File: config.mk
export PLATFORM = sky130hd
export DESIGN_NAME = serializer_fsm
export DESIGN_NICKNAME = d
export VERILOG_FILES = /design/src/rtl/serializer_fsm_pkg.sv /design/src/rtl/serializer_fsm.sv
export SDC_FILE = /design/constraint.sdc
export NUM_CORES = 1
export LEC_CHECK = 0
export ABC_CLOCK_PERIOD_IN_PS = 5140
export CAP_MARGIN = 20
export CORE_MARGIN = 2
export CORE_UTILIZATION = 50
export CTS_CLUSTER_SIZE = 12
export DETAILED_ROUTE_END_ITERATION = 6
export PLACE_DENSITY_LB_ADDON = 0.15
export SLEW_MARGIN = 20
export SYNTH_ARGS = -nofsm -noshare
export SYNTH_HDL_FRONTEND = slang
export SYNTH_SLANG_ARGS = --single-unit
File: constraint.sdc
create_clock -name i_clk -period 5.14 [get_ports i_clk]
set_input_delay 1.542 -clock i_clk [delete_from_list [all_inputs] [get_ports i_clk]]
set_output_delay 1.542 -clock i_clk [all_outputs]
set_load 0.005 [all_outputs]
File: src/rtl/serializer_fsm_pkg.sv
// Shared FIR stream constants: word width common to the serializer, deserializer and FIR.
package serializer_fsm_pkg;

    localparam int unsigned FIR_STREAM_LENGTH = 24;

endpackage

File: src/rtl/serializer_fsm.sv
// Parallel-to-serial converter for the FIR output path: LSB-first bit stream with a
// one-word holding buffer so consecutive words stream without an idle bit.
module serializer_fsm
    import serializer_fsm_pkg::*;
#(
    parameter int unsigned LENGTH = FIR_STREAM_LENGTH
) (
    input  logic              i_clk,
    input  logic              i_rst,
    input  logic              i_en,
    input  logic [LENGTH-1:0] iv_din,
    input  logic              i_din_valid,
    output logic              o_ready,
    output logic              o_dout,
    output logic              o_dout_valid,
    input  logic              i_ready,
    output logic              o_last,
    output logic              o_busy
);

    localparam int unsigned CNT_W = $clog2(LENGTH);

    typedef enum logic [1:0] {
        ST_IDLE  = 2'b01,
        ST_SHIFT = 2'b10
    } state_e;

    state_e              state_q, state_d;
    logic [LENGTH-1:0]   buf_q, buf_d;
    logic                buf_valid_q, buf_valid_d;
    logic [LENGTH-1:0]   shift_q, shift_d;
    logic [CNT_W-1:0]    cnt_q, cnt_d;
    logic                ready_q, ready_d;
    logic                dout_q, dout_d;
    logic                dout_valid_q, dout_valid_d;
    logic                last_q, last_d;
    logic                busy_q, busy_d;

    logic accept_c;
    logic xfer_c;
    logic final_bit_c;

    assign accept_c    = i_en && i_din_valid && ready_q;
    assign xfer_c      = i_en && dout_valid_q && i_ready;
    assign final_bit_c = (cnt_q == CNT_W'(LENGTH - 1));

    // Next-state: every output is computed one edge ahead so it can be registered.
    always_comb begin
        state_d      = state_q;
        buf_d        = buf_q;
        buf_valid_d  = buf_valid_q;
        shift_d      = shift_q;
        cnt_d        = cnt_q;
        ready_d      = ready_q;
        dout_d       = dout_q;
        dout_valid_d = dout_valid_q;
        last_d       = last_q;
        busy_d       = busy_q;

        if (i_en) begin
            // ready_q implies the buffer is empty, so accept never collides with a drain.
            if (accept_c) begin
                buf_d       = iv_din;
                buf_valid_d = 1'b1;
            end

            case (state_q)
                ST_IDLE: begin
                    if (buf_valid_q) begin
                        state_d      = ST_SHIFT;
                        shift_d      = buf_q;
                        cnt_d        = '0;
                        buf_valid_d  = 1'b0;
                        dout_d       = buf_q[0];
                        dout_valid_d = 1'b1;
                        last_d       = 1'b0;
                    end
                end
                ST_SHIFT: begin
                    if (xfer_c) begin
                        if (!final_bit_c) begin
                            shift_d = shift_q >> 1;
                            cnt_d   = cnt_q + CNT_W'(1);
                            dout_d  = shift_q[1];
                            last_d  = (cnt_q == CNT_W'(LENGTH - 2));
                        end else if (buf_valid_q) begin
                            shift_d     = buf_q;
                            cnt_d       = '0;
                            buf_valid_d = 1'b0;
                            dout_d      = buf_q[0];
                            last_d      = 1'b0;
                        end else begin
                            state_d      = ST_IDLE;
                            cnt_d        = '0;
                            dout_d       = 1'b0;
                            dout_valid_d = 1'b0;
                            last_d       = 1'b0;
                        end
                    end
                end
                default: begin
                    state_d      = ST_IDLE;
                    cnt_d        = '0;
                    dout_d       = 1'b0;
                    dout_valid_d = 1'b0;
                    last_d       = 1'b0;
                end
            endcase

            ready_d = !buf_valid_d;
            busy_d  = buf_valid_d || (state_d == ST_SHIFT);
        end
    end

    always_ff @(posedge i_clk) begin
        if (i_rst) begin
            state_q      <= ST_IDLE;
            buf_q        <= '0;
            buf_valid_q  <= 1'b0;
            shift_q      <= '0;
            cnt_q        <= '0;
            ready_q      <= 1'b0;
            dout_q       <= 1'b0;
            dout_valid_q <= 1'b0;
            last_q       <= 1'b0;
            busy_q       <= 1'b0;
        end else begin
            state_q      <= state_d;
            buf_q        <= buf_d;
            buf_valid_q  <= buf_valid_d;
            shift_q      <= shift_d;
            cnt_q        <= cnt_d;
            ready_q      <= ready_d;
            dout_q       <= dout_d;
            dout_valid_q <= dout_valid_d;
            last_q       <= last_d;
            busy_q       <= busy_d;
        end
    end

    assign o_ready      = ready_q;
    assign o_dout       = dout_q;
    assign o_dout_valid = dout_valid_q;
    assign o_last       = last_q;
    assign o_busy       = busy_q;

endmodule

==> results of run 1 <==
metal layers:
| layer | up-vias | part of all wire |
|---|---|---|
| li1 | 1180 | - |
| met1 | 1072 | 0.49 |
| met2 | 31 | 0.46 |
| met3 | 6 | 0.040 |
| met4 | 0 | 0.010 |
| met5 | - | 0 |
worst max-delay path, cell delays in order:
cell and delay (ns):
clkdlybuf4s50_1 0.57, nand4_1 0.22, a221o_1 0.74, nor2_1 0.08
a2111oi_0 0.35
path summary, 6_finish.rpt:
check	slack [ns]	end	cells after the start	from
max	1.84	shift_q[1]$_SDFFE_PP0P_	5	i_en
min	0.45	shift_q[22]$_SDFFE_PP0P_	2	shift_q[22]$_SDFFE_PP0P_
max reg2reg	2.77	shift_q[1]$_SDFFE_PP0P_	6	state_q[0]$_SDFFE_PP1P_
min reg2reg	0.45	shift_q[22]$_SDFFE_PP0P_	2	shift_q[22]$_SDFFE_PP0P_
logic make-up after synthesis:
family	share of synthesized area
flip-flops	0.435
buffers and inverters	0.0839
adder cells (fa/ha/maj)	0.0181
multiplexers	0.00363
AND/OR/NAND/NOR	0.221
AO/OA/AOI/OAI	0.238
placed cells by master (no fill, tap or decap), types with 2 or more instances in the layout:
cell type / count
a2111oi_0: 2
a2111oi_2: 18
a21oi_1: 35
a221oi_1: 2
clkbuf_8: 10
clkdlybuf4s50_1: 32
clkinvlp_4: 2
dfxtp_1: 60
ha_1: 4
inv_1: 29
nand2_1: 59
nand2b_1: 3
nand3_1: 7
nand4_1: 2
nor2_1: 49
nor3_1: 3
nor3b_1: 2
o21ai_0: 5
or3_1: 2
or3_4: 2
or4_1: 2
power by group through the flow:
| stage | Combinational, W | Sequential (W) | Clock (W) |
|---|---|---|---|
| after floorplan | 0.000139 | 0.000512 | 0 |
| after global placement | 0.000178 | 0.000517 | 0 |
| after detailed placement | 0.000178 | 0.000517 | 0 |
| after CTS | 0.000179 | 0.000507 | 0.000427 |
| after global routing | 0.000201 | 0.000510 | 0.000449 |
| final | 0.000177 | 0.000507 | 0.000416 |
flip-flops by register name, summed over array words and instances, names as in the netlist:
name,cells
buf_q,24
buf_valid_q,1
cnt_q,5
o_busy,1
o_dout,1
o_dout_valid,1
o_last,1
o_ready,1
shift_q,23
state_q,2
layout make-up:
type	instances	share of cell area
inverter	31	0.0357
sequential	60	0.369
tap	72	0.0276
multi-input combinational	221	0.407
clock buffer	11	0.0434
timing repair buffer	34	0.102
clock inverter	4	0.0154
per-stage QoR:
step	cell area [um^2]	setup WS, ns
final	3260	1.84
after global routing	3260	1.63
after CTS	3260	1.85
after detailed placement	3070	1.45
after global placement	3070	1.51
after floorplan	2760	2.39
==> metrics, run 1 <==
status completed; largest area contributor in the netlist dfxtp_1; cells after synthesis between 300 and 400; Die Wd between 70 and 80 um; Pins Over Slew Limit 0; met3 Usage GRT 0.0805; drt wl/cell between 10 and 15 um; Hold Crit Class reg -> reg; Pint 0.000803 W; pin count of the biggest net entering global routing 33; GRT met1 Usage 0.262; clk sinks 60; final wirelength between 5 and 6 mm; Hold Slack between 0.4 and 0.5 ns; CTS buffer count 9; CP endpoint kind flop; most used flip-flop cell after synthesis dfxtp_1; Comb pwr share 0.161; Layout Skew 0.00568 ns; worst slew pin tran ~0.99 ns; Worst setup SP type primary input; synth cell count leaders dfxtp_1, nand2_1, nor2_1, a21oi_1, inv_1; Starting Density 0.510; Post-DRT Antenna Nets 0; Reg clk slew, reported paths around 0.070 ns; switching share of power 0.270; RSZ-0062 raised after global routing false; area of the multi-input gates between 1000 and 1500 um^2; total power 0.00110 W; die area between 6000 and 7000 um^2; worst-path maximum fanout 23; worst path arrival time between 3 and 4 ns; CP required ~5.4 ns; H-tree levels 3; ys async rst share 0; CTS Hold Buffers Added 0; setup tns final 0 ns; leakage 1.20 nW; number of port buffers 33; FP Rows 27; clock share of power 0.378; Tmin final approximately 3.3 ns; switching power 0.000297 W; sequential area share after synthesis 0.435; placer congestion estimate slightly below 0.9; Ports 34; GR peak layer met2; vias in the first global route about 2,200; Finished Core Util 0.603; pwr dens 338 nW/um^2; DP HPWL about 3.7 mm; synth top area cells dfxtp_1, a2111oi_2, nand2_1; Post-synth EDFFs 0; Synth Register Bits 60; Avg Cell Area, Syn just over 8 um^2; Die Span Y 78.3 um; final setup fails 0; root buffer cell clkbuf_8; gr ovfl total 0; Crit Path Category in -> reg; Post-route DRC 0; fill cell count just over 500; MaxCap Viol Count 0; VDD IR-drop max between 0.2 and 0.25 mV; synthesized net count approximately 370; post-CTS setup buffers 0; sequential power share 0.461; first-pass GRT wire length roughly 10 mm; Synth Cell Area ~2800 um^2; vias per inst between 5 and 6; layout cell share with drive strength beyond 1 0.116; sequential cell area ~1200 um^2; Netlist cell types approximately 50; Layout Cells excl Fill 433; Final Cycle Share 0.641; PostCTS Resize Cnt 0; Final Hold Vio Count 0; core area between 5000 and 6000 um^2; Area Growth Syn to Fin 18.1%; fmax approximately 300 MHz; Pre-Repair DR Iteration Count 4; max_slew headroom 0.341; Clock Path Buffers 2; Placed Instances 418; initial antenna violation count 0; top-count cell post-synth dfxtp_1; area share of the largest cell type after synthesis 0.435; met2 global-route usage 0.337; initial drt markers 67; antenna diode count 0; Nets slightly below 400; Via Count approximately 2,300; CTS tree done; Worst-Skew Late Latency about 0.34 ns; gr usage total 0.210; Ys Warns 0
Power figures use the tool's default switching activity.
==> run 2: changes to the inputs <==
--- a/config.mk
+++ b/config.mk
@@ -5,7 +5,7 @@
 export SDC_FILE = /design/constraint.sdc
 export NUM_CORES = 1
 export LEC_CHECK = 0
-export ABC_CLOCK_PERIOD_IN_PS = 5140
+export ABC_CLOCK_PERIOD_IN_PS = 3410
 export CAP_MARGIN = 20
 export CORE_MARGIN = 2
 export CORE_UTILIZATION = 50
==> constraint.sdc (replaced) <==
create_clock -name i_clk -period 3.41 [get_ports i_clk]
set_input_delay 1.023 -clock i_clk [delete_from_list [all_inputs] [get_ports i_clk]]
set_output_delay 1.023 -clock i_clk [all_outputs]
set_load 0.005 [all_outputs]
==> run 2 against run 1 <==
  * Via count increased by 1.8%
  * Clock power rose by 52%
  * Cell area increased by 1.3%
  * Critical path depth unchanged
==> metrics, run 2 (synthesis results as in run 1) <==
status completed; switching power roughly 0.00044 W; Via Count approximately 2,300; Starting Density 0.510; die area between 6000 and 7000 um^2; leakage 1.23 nW; CP required roughly 3.7 ns; Clock Path Buffers 2; final setup fails 0; Worst Setup SP i_en; clock share of power 0.379; vias in the first global route approximately 2,200; DP HPWL roughly 3.8 mm; worst-path maximum fanout 11; max_slew headroom 0.622; Pins Over Slew Limit 0; VDD IR-drop max between 0.3 and 0.4 mV; Layout Skew ~0.0065 ns; setup tns final 0 ns; Area Growth Syn to Fin 19.7%; max FFs per register 24; Final Cycle Share 0.739; CTS tree done; hold_sp buf_q[10]$_SDFFE_PP0P_; vias per inst 5.32; root buffer cell clkbuf_8; Reg clk slew, reported paths approximately 0.07 ns; worst r2r src state_q[0]$_SDFFE_PP1P_; placer congestion estimate 0.893; Nets ~400; worst slew pin tran roughly 0.56 ns; final wirelength slightly below 6 mm; fmax between 300 and 400 MHz; initial antenna violation count 0; Ports 34; gr ovfl total 0; pin count of the biggest net entering global routing 25; final instance area ~3300 um^2; H-tree levels 3; Worst-Skew Late Latency about 0.34 ns; Tmin final 2.52 ns; Final Hold Vio Count 0; Pre-Repair DR Iteration Count 4; CTS Hold Buffers Added 0; switching share of power 0.265; register bank with the most flops buf_q; Comb pwr share 0.164; fill cell count between 400 and 500; Die Wd 78.3 um; Layout Cells excl Fill about 440; Pint roughly 0.0012 W; worst path arrival time around 2.8 ns; antenna diode count 0; Post-route DRC 0; FP Rows 27; MaxCap Viol Count 0; Post-DRT Antenna Nets 0; CTS buffer count 9; slowest cell on the critical path clkdlybuf4s50_1; leading cell types in the layout, fill and taps excluded dfxtp_1, nand2_1, nor2_1; Hold Crit Class reg -> reg; post-CTS setup buffers 0; drt wl/cell 13.4 um; pwr dens roughly 510 nW/um^2; initial drt markers just over 80; crit-path cells clkdlybuf4s50_1 > clkinv_1 > or3_4 > or4_1 > a21oi_1; area of the multi-input gates between 1000 and 1500 um^2; largest registers buf_q: 24 flops, shift_q: 23 flops, cnt_q: 5 flops; area post-placement 3110 um^2; gr usage total 0.206; layout cell share with drive strength beyond 1 0.128; first-pass GRT wire length 9.91 mm; PostCTS Resize Cnt 0; clk sinks 60; RSZ-0062 raised after global routing false; commonest non-fill, non-tap cell in the layout dfxtp_1; CP endpoint kind flop; Crit Path Category in -> reg; number of port buffers 33; Worst setup SP type primary input; sequential cell area approximately 1200 um^2; CP max stage delay 0.53 ns; Placed Instances 424; sequential power share 0.457; Die Span Y approximately 78 um; core area between 5000 and 6000 um^2
run 2: changes by cell type in the layout (fill, tap and decap cells not counted):
cell / change
clkinvlp_4: -2
clkbuf_8: +1
buf_4: +6
run 2: per-stage QoR:
step	setup slack, ns	total power [W]	util	hold slack (ns)
2_1_floorplan	1.18	0.000981	-	0.425
3_3_place_gp	0.568	0.00105	0.576	0.438
3_5_place_dp	0.540	0.00105	0.576	0.441
4_1_cts	0.903	0.00169	0.611	0.451
5_1_grt	0.823	0.00174	0.611	0.473
6_report	0.890	0.00167	0.611	0.456
run 2: critical path: cells and delay by family:
| kind | cells | cell delay, ns |
|---|---|---|
| AND/OR/NAND/NOR | 2 | 0.95 |
| AO/OA/AOI/OAI | 1 | 0.14 |
| buffers and inverters | 2 | 0.68 |
run 2: layout make-up:
| class | count | share of cell area |
|---|---|---|
| multi-input combinational | 221 | 0.402 |
| sequential | 60 | 0.364 |
| timing repair buffer | 40 | 0.114 |
| clock buffer | 12 | 0.0470 |
| inverter | 31 | 0.0352 |
| tap | 72 | 0.0273 |
| clock inverter | 2 | 0.0106 |
run 2: per-layer routing:
| metal | vias up | track usage | wire length (um) |
|---|---|---|---|
| li1 | 1189 | - | - |
| met1 | 1070 | 0.260 | 2820 |
| met2 | 56 | 0.324 | 2630 |
| met3 | 15 | 0.0575 | 272 |
| met4 | 0 | 0.104 | 131 |
| met5 | - | 0 | 0 |
run 2: final timing paths:
check                                                to  slack (ns)  cells after the start
worst max register to register  shift_q[2]$_SDFFE_PP0P_        1.28                      5
worst min-delay path             buf_q[10]$_SDFFE_PP0P_        0.46                      2
worst max-delay path              cnt_q[4]$_SDFFE_PP0P_        0.89                      5
worst min register to register   buf_q[10]$_SDFFE_PP0P_        0.46                      2
run 2: power groups by stage:
stage	clock network [W]	logic (W)	registers, W
CTS	0.000647	0.000275	0.000765
finish	0.000634	0.000275	0.000765
global route	0.000673	0.000302	0.000770
global placement	0	0.000273	0.000780
floorplan	0	0.000209	0.000772
detailed placement	0	0.000273	0.000780
==> run 3: changes to the inputs <==
--- a/config.mk
+++ b/config.mk
@@ -5,7 +5,7 @@
 export SDC_FILE = /design/constraint.sdc
 export NUM_CORES = 1
 export LEC_CHECK = 0
-export ABC_CLOCK_PERIOD_IN_PS = 3410
+export ABC_CLOCK_PERIOD_IN_PS = 2600
 export CAP_MARGIN = 20
 export CORE_MARGIN = 2
 export CORE_UTILIZATION = 50
==> constraint.sdc (replaced) <==
create_clock -name i_clk -period 2.6 [get_ports i_clk]
set_input_delay 0.78 -clock i_clk [delete_from_list [all_inputs] [get_ports i_clk]]
set_output_delay 0.78 -clock i_clk [all_outputs]
set_load 0.005 [all_outputs]
==> run 3 against run 2 <==
  * First-iteration DRC count grew 26%
  * Sequential power is 32% higher
  * Critical path depth did not move
  * Wire length decreased by 2.5%
  * Clock skew down 0.0012 ns
  * Final cell count grew 0.91%
  * Global-route usage down 0.56 points
  * Non-clock buffer count up 3
  * Setup slack worse by 0.51 ns
  * Cell area up 2.2%
  * Largest cell class unchanged
==> metrics, run 3 (synthesis results as in run 1) <==
gr ovfl total 0; post-CTS setup buffers 0; Placed Instances about 430; max FFs per register 24; CP endpoint kind flop; first-pass GRT wire length around 10 mm; vias per inst approximately 5.3; Via Count 2,359; final wirelength between 5 and 6 mm; clk sinks 60; fill cell count 490; Clock Path Buffers 2; status completed; Starting Density 0.510; vias in the first global route between 2,000 and 2,500; setup tns final 0 ns; area of the multi-input gates around 1300 um^2; Worst setup SP type primary input; H-tree levels 3; final instance area between 3000 and 4000 um^2; core area between 5000 and 6000 um^2; Layout Skew roughly 0.0054 ns; fmax roughly 450 MHz; MaxCap Viol Count 0; Crit Path Category in -> reg; Area Growth Syn to Fin 22.3%; pwr dens 662 nW/um^2; worst slew pin tran between 0.4 and 0.5 ns; final setup fails 0; antenna diode count 0; pin count of the biggest net entering global routing 43; commonest non-fill, non-tap cell in the layout dfxtp_1; gr usage total 0.201; largest registers buf_q: 24 flops, shift_q: 23 flops, cnt_q: 5 flops; Reg clk slew, reported paths 0.06 ns; RSZ-0062 raised after global routing false; total power roughly 0.0022 W; root buffer cell clkbuf_8; Die Span Y between 70 and 80 um; Die Wd 78.3 um; Hold Crit Class reg -> reg; CTS tree done; DP HPWL between 3 and 4 mm; CTS buffer count 9; Tmin final about 2.2 ns; initial antenna violation count 0; CTS Hold Buffers Added 0; drt wl/cell approximately 13 um; layout cell share with drive strength beyond 1 0.135; Pins Over Slew Limit 0; PostCTS Resize Cnt 0; leading cell types in the layout, fill and taps excluded dfxtp_1, nand2_1, nor2_1; die area approximately 6100 um^2; area post-placement 3170 um^2; Post-DRT Antenna Nets 0; placer congestion estimate roughly 0.93; sequential cell area around 1200 um^2; max_slew headroom 0.696; Post-route DRC 0; Final Cycle Share 0.855; VDD IR-drop max 0.390 mV; reg-to-reg slack, setup about 0.48 ns; Ports 34; initial drt markers between 100 and 150; worst-path maximum fanout 7; Hold Slack between 0.4 and 0.5 ns; Worst-Skew Late Latency between 0.3 and 0.4 ns; Pre-Repair DR Iteration Count 4; leakage about 1.3 nW; CP required 2.86 ns; worst path arrival time between 2 and 2.5 ns; number of port buffers 33; Nets approximately 400; Final Hold Vio Count 0; Layout Cells excl Fill about 440; register bank with the most flops buf_q; FP Rows 27
-- run 3: changes by cell type in the layout (fill, tap and decap cells not counted), sizes merged --
cell / previous run / this run
buf: 8 / 11
clkbuf: 12 / 14
clkinv: 2 / 1
-- run 3: final cells by class --
class,count,share of cell area
multi-input combinational,221,0.393
clock inverter,1,0.00890
tap,72,0.0267
inverter,31,0.0345
sequential,60,0.356
clock buffer,14,0.0512
timing repair buffer,43,0.130
-- run 3: worst max-delay path, stage by stage --
cell	delay, ns
clkdlybuf4s50_1	0.54
clkinv_1	0.11
or3_4	0.43
or4_1	0.48
a21oi_1	0.15
-- run 3: final timing paths --
path                                 start                        to  cells past startpoint
hold reg to reg   shift_q[22]$_SDFFE_PP0P_  shift_q[22]$_SDFFE_PP0P_                      2
setup reg to reg   state_q[0]$_SDFFE_PP1P_  shift_q[16]$_SDFFE_PP0P_                      7
hold / removal    shift_q[22]$_SDFFE_PP0P_  shift_q[22]$_SDFFE_PP0P_                      2
setup / recovery                      i_en     cnt_q[4]$_SDFFE_PP0P_                      5
-- run 3: layer usage --
layer  GRT usage  routed length, um
met5           0                  0
met4      0.0737                 93
met3      0.0529                304
met2       0.307               2490
met1       0.273               2820
-- run 3: power breakdown --
part	internal [W]	switching (W)	total [W]
Sequential	0.000967	0.0000388	0.00101
Clock	0.000517	0.000336	0.000853
Combinational	0.000178	0.000198	0.000376
-- run 3: per-stage QoR --
| stage | utilization | setup slack (ns) |
|---|---|---|
| 2_1_floorplan | - | 0.609 |
| 3_3_place_gp | 0.587 | 0.103 |
| 3_5_place_dp | 0.587 | 0.0341 |
| 4_1_cts | 0.624 | 0.380 |
| 5_1_grt | 0.624 | 0.259 |
| 6_report | 0.624 | 0.377 |
